### src/rtl/if_id_fetch_queue.sv
// ---------------------------------------------------------------------------
// if_id_fetch_queue
//
// Consumer side of the instruction-fetch interface. (pc, instruction) pairs
// from IF are buffered in a small circular FIFO. The head entry is presented
// to ID. IF is frozen while the queue is full. A taken branch (flush)
// squashes every buffered entry and the pair IF offers in that cycle.
//
// Handshake: an IF pair transfers on a rising edge when if_valid=1,
// if_freeze=0 and flush=0. The ID head transfers on a rising edge when
// id_valid=1, id_ready=1 and flush=0. Neither side may retract its
// valid/ready based on the other side within a cycle. No path exists from
// any input to any output inside the same cycle.
//
// Parameters:
//   BIT_NUMBER  width of pc and instruction words
//   DEPTH       number of queue entries (>=1, need not be a power of two)
//
// Ports:
//   clk             clock, rising edge
//   rst             synchronous reset, active-high
//   if_valid        IF presents a fetched pair this cycle
//   if_pc           pc+4 value from IF
//   if_instruction  fetched instruction
//   if_freeze       stall request to IF; high while the queue is full
//   id_ready        ID consumes the head entry this cycle
//   id_valid        head entry is valid
//   id_pc           head pc, 0 when empty
//   id_instruction  head instruction, 0 when empty
//   flush           taken branch from EXE; squash all entries
//
// Optional build macro IFID_STATS_EN adds:
//   stall_cycles    cycles with if_freeze=1 and if_valid=1 (saturating)
//   squashed_count  valid pairs discarded by flush (saturating)
// ---------------------------------------------------------------------------
module if_id_fetch_queue #(
    parameter int BIT_NUMBER = 32,
    parameter int DEPTH      = 2
) (
    input  logic                  clk,
    input  logic                  rst,
    input  logic                  if_valid,
    input  logic [BIT_NUMBER-1:0] if_pc,
    input  logic [BIT_NUMBER-1:0] if_instruction,
    output logic                  if_freeze,
    input  logic                  id_ready,
    output logic                  id_valid,
    output logic [BIT_NUMBER-1:0] id_pc,
    output logic [BIT_NUMBER-1:0] id_instruction,
    input  logic                  flush
`ifdef IFID_STATS_EN
    ,
    output logic [31:0]           stall_cycles,
    output logic [31:0]           squashed_count
`endif
);

    localparam int CW = $clog2(DEPTH + 1);
    localparam int PW = (DEPTH > 1) ? $clog2(DEPTH) : 1;

    localparam logic [CW-1:0] FULL_CNT = CW'(DEPTH);
    localparam logic [PW-1:0] LAST_PTR = PW'(DEPTH - 1);

    logic [BIT_NUMBER-1:0] pc_mem_q    [DEPTH];
    logic [BIT_NUMBER-1:0] instr_mem_q [DEPTH];

    logic [CW-1:0] count_q, count_d;
    logic [PW-1:0] wptr_q,  wptr_d;
    logic [PW-1:0] rptr_q,  rptr_d;

    logic push;
    logic pop;

    // Freeze comes from the registered count only, so a pop while full
    // cannot let IF refill the slot in the same cycle.
    assign if_freeze = (count_q == FULL_CNT);
    assign id_valid  = (count_q != '0);

    // Empty queue shows an all-zero bubble to ID.
    assign id_pc          = id_valid ? pc_mem_q[rptr_q]    : '0;
    assign id_instruction = id_valid ? instr_mem_q[rptr_q] : '0;

    assign push = if_valid & ~if_freeze & ~flush;
    assign pop  = id_valid & id_ready  & ~flush;

    always_comb begin
        count_d = count_q;
        wptr_d  = wptr_q;
        rptr_d  = rptr_q;
        if (flush) begin
            count_d = '0;
            wptr_d  = '0;
            rptr_d  = '0;
        end else begin
            if (push) begin
                wptr_d = (wptr_q == LAST_PTR) ? '0 : wptr_q + PW'(1);
            end
            if (pop) begin
                rptr_d = (rptr_q == LAST_PTR) ? '0 : rptr_q + PW'(1);
            end
            case ({push, pop})
                2'b10:   count_d = count_q + CW'(1);
                2'b01:   count_d = count_q - CW'(1);
                default: count_d = count_q;
            endcase
        end
    end

    always_ff @(posedge clk) begin
        if (rst) begin
            count_q <= '0;
            wptr_q  <= '0;
            rptr_q  <= '0;
        end else begin
            count_q <= count_d;
            wptr_q  <= wptr_d;
            rptr_q  <= rptr_d;
        end
    end

    // Storage needs no reset: entries are only visible while counted.
    always_ff @(posedge clk) begin
        if (push && !rst) begin
            pc_mem_q[wptr_q]    <= if_pc;
            instr_mem_q[wptr_q] <= if_instruction;
        end
    end

`ifdef IFID_STATS_EN
    logic [31:0] stall_cycles_q;
    logic [31:0] squashed_count_q;
    logic [32:0] squash_sum;

    // Entries lost on a flush: everything buffered plus the offered pair.
    assign squash_sum = {1'b0, squashed_count_q} + 33'(count_q) + 33'(if_valid);

    always_ff @(posedge clk) begin
        if (rst) begin
            stall_cycles_q   <= '0;
            squashed_count_q <= '0;
        end else begin
            if (if_freeze && if_valid && (stall_cycles_q != 32'hFFFF_FFFF)) begin
                stall_cycles_q <= stall_cycles_q + 32'd1;
            end
            if (flush) begin
                squashed_count_q <= squash_sum[32] ? 32'hFFFF_FFFF : squash_sum[31:0];
            end
        end
    end

    assign stall_cycles   = stall_cycles_q;
    assign squashed_count = squashed_count_q;
`endif

endmodule

### config.mk
export PLATFORM = sky130hd
export DESIGN_NAME = if_id_fetch_queue
export DESIGN_NICKNAME = d
export VERILOG_FILES = /design/src/rtl/if_id_fetch_queue.sv
export SDC_FILE = /design/constraint.sdc
export NUM_CORES = 1
export LEC_CHECK = 0
export BUFFER_PORTS_ARGS = -buffer_cell sky130_fd_sc_hd__buf_2
export CELL_PAD_IN_SITES_DETAIL_PLACEMENT = 0
export CELL_PAD_IN_SITES_GLOBAL_PLACEMENT = 1
export CORE_AREA = 10 10 120 111
export CTS_BUF_LIST = sky130_fd_sc_hd__clkbuf_4 sky130_fd_sc_hd__clkbuf_8
export DETAILED_ROUTE_END_ITERATION = 6
export DIE_AREA = 0 0 130 121
export PLACE_DENSITY = 0.85
export SLEW_MARGIN = 5
export SYNTH_ARGS = -nofsm -noshare
export SYNTH_HDL_FRONTEND = slang
export SYNTH_SLANG_ARGS = --single-unit
export TNS_END_PERCENT = 5
### constraint.sdc
create_clock -name clk -period 16 [get_ports clk]
set_clock_uncertainty 0.1 [all_clocks]
set_input_delay 2.4 -clock clk [delete_from_list [all_inputs] [get_ports clk]]
set_output_delay 2.4 -clock clk [all_outputs]
set_load 0.01 [all_outputs]
Word level (Yosys, flattened, before mapping)
Memories as Yosys holds them, arrays and structs flattened. A register that Yosys moved wholly into a read port is not among the register bits.
Cells that the tools add are included.
W data, S select, Z words.
{"block": "classes", "n_addsub": 4, "n_eq_ne": 3, "muxes": 11, "bitwise_logic": 6, "reduce_logical": 5}
{"op": "$mux W32", "n": 2}
{"op": "$mux W1", "n": 8}
{"op": "$and A1 B1 Y1", "n": 4}
{"op": "$eq A2 B2 Y1 const B", "n": 2}
{"op": "$pmux W2 S2", "n": 1}
{"op": "$reduce_bool A2 Y1", "n": 2}
{"op": "$add A1 B1 Y1 const B", "n": 2}
{"op": "$add A2 B1 Y2 const B", "n": 1}
{"op": "$eq A2 B1 Y1 const B", "n": 1}
{"op": "$not A1 Y1", "n": 2}
{"op": "$reduce_or A2 Y1", "n": 1}
{"op": "$sub A2 B1 Y2 const B", "n": 1}
{"op": "$logic_and A1 B1 Y1", "n": 1}
{"op": "$logic_not A1 Y1", "n": 1}
{"block": "totals", "ff_bits": 4, "ramBits": 128, "out_inout_bits": 66, "wordCells": 34, "mem_count": 2}
{"name": "instr_mem_q", "depth": 2, "width": 32, "rd": 1, "rd_clocked_by_memory_dff": 1, "write_ports": 1, "line": "65", "rtl": "logic [BIT_NUMBER-1:0] instr_mem_q [DEPTH];"}
{"name": "pc_mem_q", "depth": 2, "width": 32, "rd": 1, "rd_clocked_by_memory_dff": 1, "write_ports": 1, "line": "64", "rtl": "logic [BIT_NUMBER-1:0] pc_mem_q [DEPTH];"}

Logic depth before layout (Yosys ltp)
Gate-level depths: netlist of the first run.
{"block": "logic_depth", "ltp_word": 7, "mapped_depth": 6}

Worst setup path after synthesis of the first run
Ideal clock, no wire load.
{"block": "synth_path", "path_type": "input to register", "start": "input port flush", "end": "memory instr_mem_q[0][0] (enable)", "setup_time_ns": 0.565, "t_arrival_ns": 7.194, "path_slack_ns": 8.141, "path_stages": 3, "n_path_buf": 1, "cell_sequence": "or2_2 > clkbuf_1 > nor3_1"}
{"block": "synth_between", "elab_chain_cells": 5}
{"item": "from (decl)", "line": "50", "rtl": "input logic flush"}
{"item": "$not A1 Y1", "line": "83", "rtl": "assign push = if_valid & ~if_freeze & ~flush;"}
{"item": "$and A1 B1 Y1", "line": "83"}
{"item": "$logic_and A1 B1 Y1", "line": "123", "rtl": "if (push && !rst) begin"}
{"item": "$mux W1", "line": "123"}
{"item": "$mux W1 (implied by the code)", "line": "125", "rtl": "instr_mem_q[wptr_q] <= if_instruction;"}
{"item": "to (decl)", "line": "65"}
Every way passes these cells.

==> results of run 1 <==
per-layer routing:
| metal | share of wire [%] | track usage (%) | wire (um) | up-vias |
|---|---|---|---|---|
| li1 | - | - | - | 1388 |
| met5 | 0 | 0 | 0 | - |
| met3 | 10 | 6.29 | 1030 | 12 |
| met2 | 45 | 19.6 | 4540 | 116 |
| met1 | 43 | 15.8 | 4320 | 1320 |
| met4 | 1.1 | 5.48 | 109 | 0 |
synth_stat cells:
library cell and n:
mux2i_1 64, or2_2 1, xor2_1 2, buf_4 6, ha_1 1, buf_2 7
xnor2_1 1, nor2_1 69, nor3_1 2, dfxtp_1 5, nor2b_1 1, clkbuf_1 2
o21ai_0 3, edfxtp_1 128, a21oi_1 2, inv_1 3, nand2b_1 1, or3_1 3
through the flow:
step | hold slack, ns | setup slack, ns
4_1_cts | 0.419 | 11.35
5_1_grt | 0.464 | 11.22
3_5_place_dp | 0.402 | 11.77
2_1_floorplan | 0.372 | 8.14
6_report | 0.422 | 11.41
3_3_place_gp | 0.394 | 11.80
worst min-delay path, stage by stage, from the launching register on:
cell     delay (ns)
dfxtp_1        0.32
xor2_1         0.08
nor2_1         0.09
logic make-up (layout without fill, tap and decap cells):
kind of cell	count (synthesis)	in the layout	share of synthesized area, %
simple gates	77	77	6.07
flops	133	133	78.0
xor+xnor	3	3	0.520
buf+inv	18	171	1.96
mux	64	64	12.7
compound gates	5	5	0.495
fa+ha+maj	1	1	0.248
power by group through the flow:
stage | clock, mW | combinational [mW] | sequential, mW
6_report | 0.263 | 0.0327 | 0.391
5_1_grt | 0.288 | 0.0368 | 0.392
4_1_cts | 0.269 | 0.0335 | 0.391
3_5_place_dp | 0 | 0.0334 | 0.399
3_3_place_gp | 0 | 0.0325 | 0.399
2_1_floorplan | 0 | 0.0155 | 0.398
layout make-up:
class / instances / area (sq um)
Timing Repair Buffer: 137 / 693
Fill cell: 855 / 4500
Tap cell: 133 / 166
Sequential cell: 133 / 3950
Clock inverter: 13 / 134
Inverter: 3 / 11.3
Clock buffer: 18 / 241
Multi-Input combinational cell: 150 / 1030
state kept, by name (all words and copies together) (netlist names), named ones only:
name / cells
instr_mem_q: 64
pc_mem_q: 64
count_q: 2
rptr_q: 1
wptr_q: 1
path summary, 6_finish.rpt:
path | startpoint | end | slack (ns) | cells past startpoint
setup / recovery | register | id_pc[13] | 11.41 | 3
hold / removal | rptr_q$_SDFFE_PP0P_ | rptr_q$_SDFFE_PP0P_ | 0.42 | 2
setup reg to reg | count_q[0]$_SDFFE_PP0P_ | instr_mem_q[0][31]$_DFFE_PP_ | 13.80 | 4
hold reg to reg | rptr_q$_SDFFE_PP0P_ | rptr_q$_SDFFE_PP0P_ | 0.42 | 2
==> results.md, run 1 <==
* Worst-Skew Late Latency at 0.42 ns
* Top-Level Pins at ~140
* WP buf/inv at 1
* Yosys top cell by area: edfxtp_1
* Actual slew at the worst max-slew pin at 1.11 ns
* Status: completed
* Clk sinks at 133
* WL final at 10.0 mm
* Worst-path clk slew at 0.07 ns
* Ant. Diodes at 0
* DP Wirelength at ~6.6 mm
* Final Wtd Congestion at approximately 0.74
* Mapped Cells at 301
* Initial DRC count at 159
* Post_cts resized at 0
* Final period util at 28.7%
* PwrDens at 110 mW/mm^2
* Yosys reg bits at around 130
* Top Family by Delay on Critical Path: flip-flops
* Largest net degree at the start of global routing at 65
* # Post-CTS Setup Buffers at 0
* Share of cells above drive strength 1 at 37.7%
* Wirelength per Cell at 17.0 um
* Site Rows at 36
* # hold bufs at CTS at 0
* Core area at 0.0107 sq mm
* P_int at 0.541 mW
* Fin nets at just over 500
* Maximum VDD drop at 0.0552 mV
* Ranking of synthesized cells by area: edfxtp_1 (76%), mux2i_1 (13%), nor2_1 (5.1%), dfxtp_1 (2.0%), buf_4 (0.89%)
* Post-route setup TNS at 0 ns
* DR pass1 iterations at 4
* Initial Utilization at 47.1%
* Synth Cell Area at 0.00505 sq mm
* Most frequent cells in the layout: buf_2 (134), edfxtp_1 (128), nor2_1 (68)
* Req. time, crit path at 13.50 ns
* Routed vias/inst at 4.83
* Final Power at 0.687 mW
* First-pass GRT wire length at ~16 mm
* CP arrival at 2.09 ns
* Layout area overhead at 23.1%
* Top-area cell type share of the netlist area at 76.1%
* Grt ovf at 0
* Non-filler cells, final at about 600
* Worst Setup End Kind: output pin
* DRT antenna net count at 0
* Leak pwr at ~2.3 nW
* CP cell instances: mux2i_1, nor2_1, buf_2
* CTS Buf Count at 17
* Worst-path fanout max at 64
* Die area at 0.0157 sq mm
* Setup Viol. Count Final at 0
* Die width at 130 um
* Die Ht at 121 um
* CTS tree: yes
* DRC at 0
* Post-synthesis sequential area ratio at between 70% and 80%
* Via count at 2,836
* Hold Crit Class: reg -> reg
* Combinational fraction of design power at 4.8%
* GRT Overall Usage at around an eighth
* Max H-tree Level at 4
* Commonest non-fill, non-tap cell in the layout: buf_2
* Vias in the first global route at 3,171
* Syn_area_per_cell at 16.8 sq um
* CP peak stage delay at roughly 1.1 ns
* Net Count, Synth at 371
* Synth Warn # at 0
* Util after Layout at 58.0%
* RSZ-0062 raised after global routing: false
* Setup CP Type: reg -> out
* Clock network fraction of total power at 38.3%
* Longest Clk Path Bufs at 2
* Final Critical Period at 4.59 ns
* Post-placement cell area at 0.00585 sq mm
* Dpl cells at 556
* Final instance area at 0.00622 sq mm
* Netlist cell types at 18
* CP Launch Type: register
* Clock Tree Root: clkbuf_8
* Initial antenna violation count at 0
* Achievable Freq at 0.218 GHz
* Sw frac at 21.2%
* Power share of the sequential group at 57.0%
* Hold Fails Final Rpt at 0
* Max Slew Vio Count at 0
* IO buf count at 134
* Slowest cell on the critical path: dfxtp_4
* Maximum capacitance violations at 0
* Max-slew headroom at 26.0%
* Switching power total at 0.146 mW
Note: power is estimated with default switching activity, not from simulation.
==> run 2, diff against run 1 <==
Settings changed: CORE_AREA 10 10 120 111 to 10 10 130 120, DIE_AREA 0 0 130 121 to 0 0 140 130, PLACE_DENSITY 0.85 to 0.76.
Clock period 16 ns to 4.1 ns, I/O delays scaled along.
==> results.md, run 2 (synthesis gave the netlist of run 1 again) <==
* Req. time, crit path at 3.38 ns (-10.12 ns)
* Worst-Skew Late Latency at 0.42 ns (about the same)
* Share of cells above drive strength 1 at 38.2% (+0.58 points)
* Leak pwr at 2.35 nW (+2.0%)
* Ant. Diodes at 0 (unchanged)
* Top Family by Delay on Critical Path: simple AND/OR/NAND/NOR gates
* Setup CP Type: reg -> out
* Final period util at 70.4%
* Maximum capacitance violations at 0 (unchanged)
* CP cell instances: nor2_4, buf_4, nor2_1, buf_2
* Maximum VDD drop at 0.276 mV (+400%)
* Achievable Freq at about 0.35 GHz
* DRT antenna net count at 0 (unchanged)
* Hold Crit Class: in -> reg
* Final worst slack at 1.21 ns (-10.19 ns)
* CTS tree: yes
* Final Wtd Congestion at 0.744 (+0.58%)
* DR pass1 iterations at 4 (unchanged)
* Die Ht at 130 um (+7.4%)
* Grt ovf at 0 (unchanged)
* Post_cts resized at 0 (unchanged)
* WL final at 10.0 mm (+0.18%)
* Initial Utilization at 38.8% (-8.3 points)
* Final Power at 2.89 mW (+320%)
* Initial DRC count at 121 (-24%)
* Post-route setup TNS at 0 ns (unchanged)
* Hold Fails Final Rpt at 0 (unchanged)
* Worst Setup End Kind: output pin
* # hold bufs at CTS at 0 (unchanged)
* IO buf count at 134 (unchanged)
* PwrDens at 454 mW/mm^2 (+310%)
* Setup WS pre-CTS at 1.59 ns (-10.18 ns)
* Max-slew headroom at 27.2% (+1.2 points)
* DRC at 0 (unchanged)
* Actual slew at the worst max-slew pin at 1.09 ns (-0.0182 ns)
* Top flop regs: instr_mem_q: 64 flops, pc_mem_q: 64 flops, count_q: 2 flops
* First-pass GRT wire length at 15.5 mm (-1.6%)
* CP Launch Type: register
* Longest Clk Path Bufs at 2 (unchanged)
* Worst-path clk slew at 0.07 ns (about the same)
* Core area at 0.0130 sq mm (+21%)
* Max H-tree Level at 4 (unchanged)
* CP peak stage delay at 0.62 ns (-0.46 ns)
* GRT Overall Usage at 10.9% (-2.2 points)
* Fin nets at 512 (unchanged)
* Util after Layout at 48.9% (-9.1 points)
* Clock Tree Root: clkbuf_8
* Status: completed
* Worst-path fanout max at 33 (-48%)
* Vias in the first global route at 3,125 (-1.5%)
* WP buf/inv at 2 (+1)
* Setup Viol. Count Final at 0 (unchanged)
* DP Wirelength at 6.55 mm (-1.5%)
* Commonest non-fill, non-tap cell in the layout: buf_2
* Site Rows at 40 (+11%)
* RSZ-0062 raised after global routing: false
* Slowest cell on the critical path: nor2_4
* Top-Level Pins at 135 (unchanged)
* Layout area overhead at 26.0%
* CTS Buf Count at 17 (unchanged)
* Clk sinks at 133 (unchanged)
* Final Critical Period at 2.89 ns
* Die area at 0.0182 sq mm (+16%)
* Max Slew Vio Count at 0 (unchanged)
* Via count at 2,878 (+1.5%)
* Wirelength per Cell at 16.1 um (-5.6%)
* Die width at 140 um (+7.7%)
* Largest net degree at the start of global routing at 65 (unchanged)
* CP arrival at 2.17 ns (+0.08 ns)
* Most frequent cells in the layout: buf_2 (134), edfxtp_1 (128), nor2_1 (68)
* # Post-CTS Setup Buffers at 0 (unchanged)
* Initial antenna violation count at 0 (unchanged)
* Routed vias/inst at 4.62 (-4.4%)
## run 2: cell count changes in the layout (fill, tap and decap cells not counted), sizes merged
cell    change
inv         +2
bufinv      +3
clkinv      -4
## run 2: layout make-up
type                            instances  area (sq um)
Fill cell                            1136          6640
Multi-Input combinational cell        150          1040
Clock buffer                           18           241
Inverter                                3          11.3
Sequential cell                       133          3950
Clock inverter                         14           224
Tap cell                              168           210
Timing Repair Buffer                  137           693
## run 2: power by group
group          switching, mW  internal, mW
clock                  0.501         0.739
sequential            0.0106          1.52
combinational         0.0739        0.0546
## run 2: layer usage
metal  part of all wire [%]  vias up  track usage [%]
li1                       -     1390                -
met1                     42     1363             11.9
met2                     49      117             18.4
met3                    8.1        8             5.30
met4                   0.77        0             3.28
met5                      0        -                0
## run 2: path summary, 6_finish.rpt
check,depth (start not counted),slack [ns],startpoint,endpoint
setup / recovery,4,1.21,count_q[0]$_SDFFE_PP0P_,id_pc[16]
hold / removal,1,0.28,if_pc[21],pc_mem_q[1][21]$_DFFE_PP_
setup reg to reg,4,1.86,count_q[0]$_SDFFE_PP0P_,instr_mem_q[1][13]$_DFFE_PP_
hold reg to reg,2,0.42,rptr_q$_SDFFE_PP0P_,rptr_q$_SDFFE_PP0P_
## run 2: stage by stage
step | cell area, sq um | instances | hold slack [ns]
floorplan | 5060 | 301 | 0.372
global placement | 5900 | 591 | 0.398
finish | 6370 | 623 | 0.284
global route | 6370 | 623 | 0.235
detailed placement | 5900 | 591 | 0.400
CTS | 6370 | 623 | 0.246
## run 2: worst register-to-register path, stage by stage, from the launching register on
cell and delay, ns:
dfxtp_1 0.48, nor2b_1 0.13, nand2b_1 0.24, nor3_4 0.18
buf_4 0.71
==> run 3, diff against run 2 <==
Settings changed: CORE_AREA 10 10 130 120 to 10 10 124 115, DIE_AREA 0 0 140 130 to 0 0 134 125, PLACE_DENSITY 0.76 to 0.79.
Clock period 4.1 ns to 2.8 ns, I/O delays scaled along.
==> results.md, run 3 (synthesis gave the netlist of run 1 again) <==
* Die area at 0.0168 sq mm (-8.0%)
* Final Critical Period at 2.32 ns
* DR pass1 iterations at 4 (unchanged)
* GRT Overall Usage at 12.6% (+1.8 points)
* Die Ht at 125 um (-3.8%)
* # hold bufs at CTS at 0 (unchanged)
* Clock Tree Root: clkbuf_8
* Fillers at 993 (-13%)
* Status: completed
* Fin nets at 517 (+0.98%)
* Initial antenna violation count at 0 (unchanged)
* Commonest non-fill, non-tap cell in the layout: buf_2
* Vias in the first global route at 3,195 (+2.2%)
* CP arrival at 1.80 ns (-0.37 ns)
* Wirelength per Cell at 16.7 um (+3.8%)
* Top flop regs: instr_mem_q: 64 flops, pc_mem_q: 64 flops, count_q: 2 flops
* DRT antenna net count at 0 (unchanged)
* First-pass GRT wire length at 16.4 mm (+6.0%)
* Initial DRC count at 160 (+32%)
* Hold Fails Final Rpt at 0 (unchanged)
* CTS tree: yes
* Slowest cell on the critical path: dfxtp_4
* CP Launch Type: register
* Post_cts resized at 0 (unchanged)
* Leak pwr at 2.35 nW (-0.19%)
* Initial Utilization at 43.0% (+4.2 points)
* Max-slew headroom at 67.5% (+40 points)
* Grt ovf at 0 (unchanged)
* Top-Level Pins at 135 (unchanged)
* Via count at 2,917 (+1.4%)
* DP Wirelength at 7.10 mm (+8.4%)
* Final Power at 3.84 mW (+33%)
* Min Hold Slack at 0.0754 ns (-0.208 ns)
* Req. time, crit path at 2.28 ns (-1.10 ns)
* Die width at 134 um (-4.3%)
* Layout area overhead at 24.7%
* CTS Buf Count at 17 (unchanged)
* Setup Viol. Count Final at 0 (unchanged)
* WL final at 10.3 mm (+2.8%)
* DRC at 0 (unchanged)
* RSZ-0062 raised after global routing: false
* Post-placement cell area at 0.00596 sq mm (+0.93%)
* Most frequent cells in the layout: buf_2 (134), edfxtp_1 (128), nor2_1 (68)
* Longest Clk Path Bufs at 2 (unchanged)
* Final Wtd Congestion at 0.760 (+2.2%)
* Max Slew Vio Count at 0 (unchanged)
* Worst-Skew Late Latency at 0.43 ns (about the same)
* IO buf count at 134 (unchanged)
* Actual slew at the worst max-slew pin at 0.487 ns (-0.604 ns)
* Hold Crit Class: in -> reg
* Share of cells above drive strength 1 at 37.5% (-0.74 points)
* Achievable Freq at 0.430 GHz
* Largest net degree at the start of global routing at 49 (-25%)
* Setup CP Type: reg -> out
* Max H-tree Level at 4 (unchanged)
* PwrDens at 610 mW/mm^2 (+34%)
* Final instance area at 0.00630 sq mm (-1.1%)
* Worst Setup End Kind: output pin
* Maximum VDD drop at 0.361 mV (+31%)
* # Post-CTS Setup Buffers at 0 (unchanged)
* Final period util at 83.0%
* Worst-path fanout max at 24 (-27%)
* Maximum capacitance violations at 0 (unchanged)
* Core area at 0.0117 sq mm (-9.7%)
* Routed vias/inst at 4.73 (+2.3%)
* CP cell instances: buf_4, mux2i_1, nor2_1, buf_2
* Worst-path clk slew at 0.06 ns (about the same)
* CP peak stage delay at 0.63 ns (about the same)
* Clk sinks at 133 (unchanged)
* Post-route setup TNS at 0 ns (unchanged)
* Site Rows at 38 (-5.0%)
-- run 3: per-layer routing --
metal	part of all wire (%)	wire length [um]	vias to the layer above	global-route usage [%]
li1	-	-	1399	-
met4	1.8	182	0	5.44
met1	41	4230	1398	14.3
met5	0	0	-	0
met3	8.9	913	15	6.33
met2	48	4970	105	19.9
-- run 3: layout make-up --
type / instances / area [sq um] / share of cell area [%]
flip-flops and latches: 133 / 3950 / 62.7
multi-input cells: 150 / 1040 / 16.6
repair buffers: 142 / 756 / 12.0
clock buffers: 19 / 249 / 3.95
well taps: 160 / 200 / 3.18
clock inverters: 9 / 90.1 / 1.43
inverters: 3 / 11.3 / 0.179
diodes: 1 / 2.50 / 0.0397
-- run 3: path summary, 6_finish.rpt --
kind	from	depth (start not counted)	to	slack, ns
min	if_pc[16]	1	pc_mem_q[1][16]$_DFFE_PP_	0.08
min reg2reg	rptr_q$_SDFFE_PP0P_	2	register	0.42
max	register	4	id_instruction[12]	0.48
max reg2reg	count_q[0]$_SDFFE_PP0P_	4	instr_mem_q[1][3]$_DFFE_PP_	0.81
-- run 3: where the power goes --
group / internal, mW / total (mW) / switching, mW
registers: 2.22 / 2.23 / 0.0124
clock network: 0.771 / 1.41 / 0.643
logic: 0.0841 / 0.198 / 0.114
-- run 3: critical path: cells and delay by family, from the launching register on --
kind	cells	cell delay, ns
flip-flops	1	0.63
buffers and inverters	2	0.46
multiplexers	1	0.22
AND/OR/NAND/NOR	1	0.06
-- run 3: through the flow --
step,utilization [%],worst slack (ns),instances
2_1_floorplan,-,-0.110,301
3_3_place_gp,50.7,0.867,588
3_5_place_dp,50.7,0.816,588
4_1_cts,53.6,0.405,616
5_1_grt,53.6,0.314,616
6_report,53.6,0.476,617
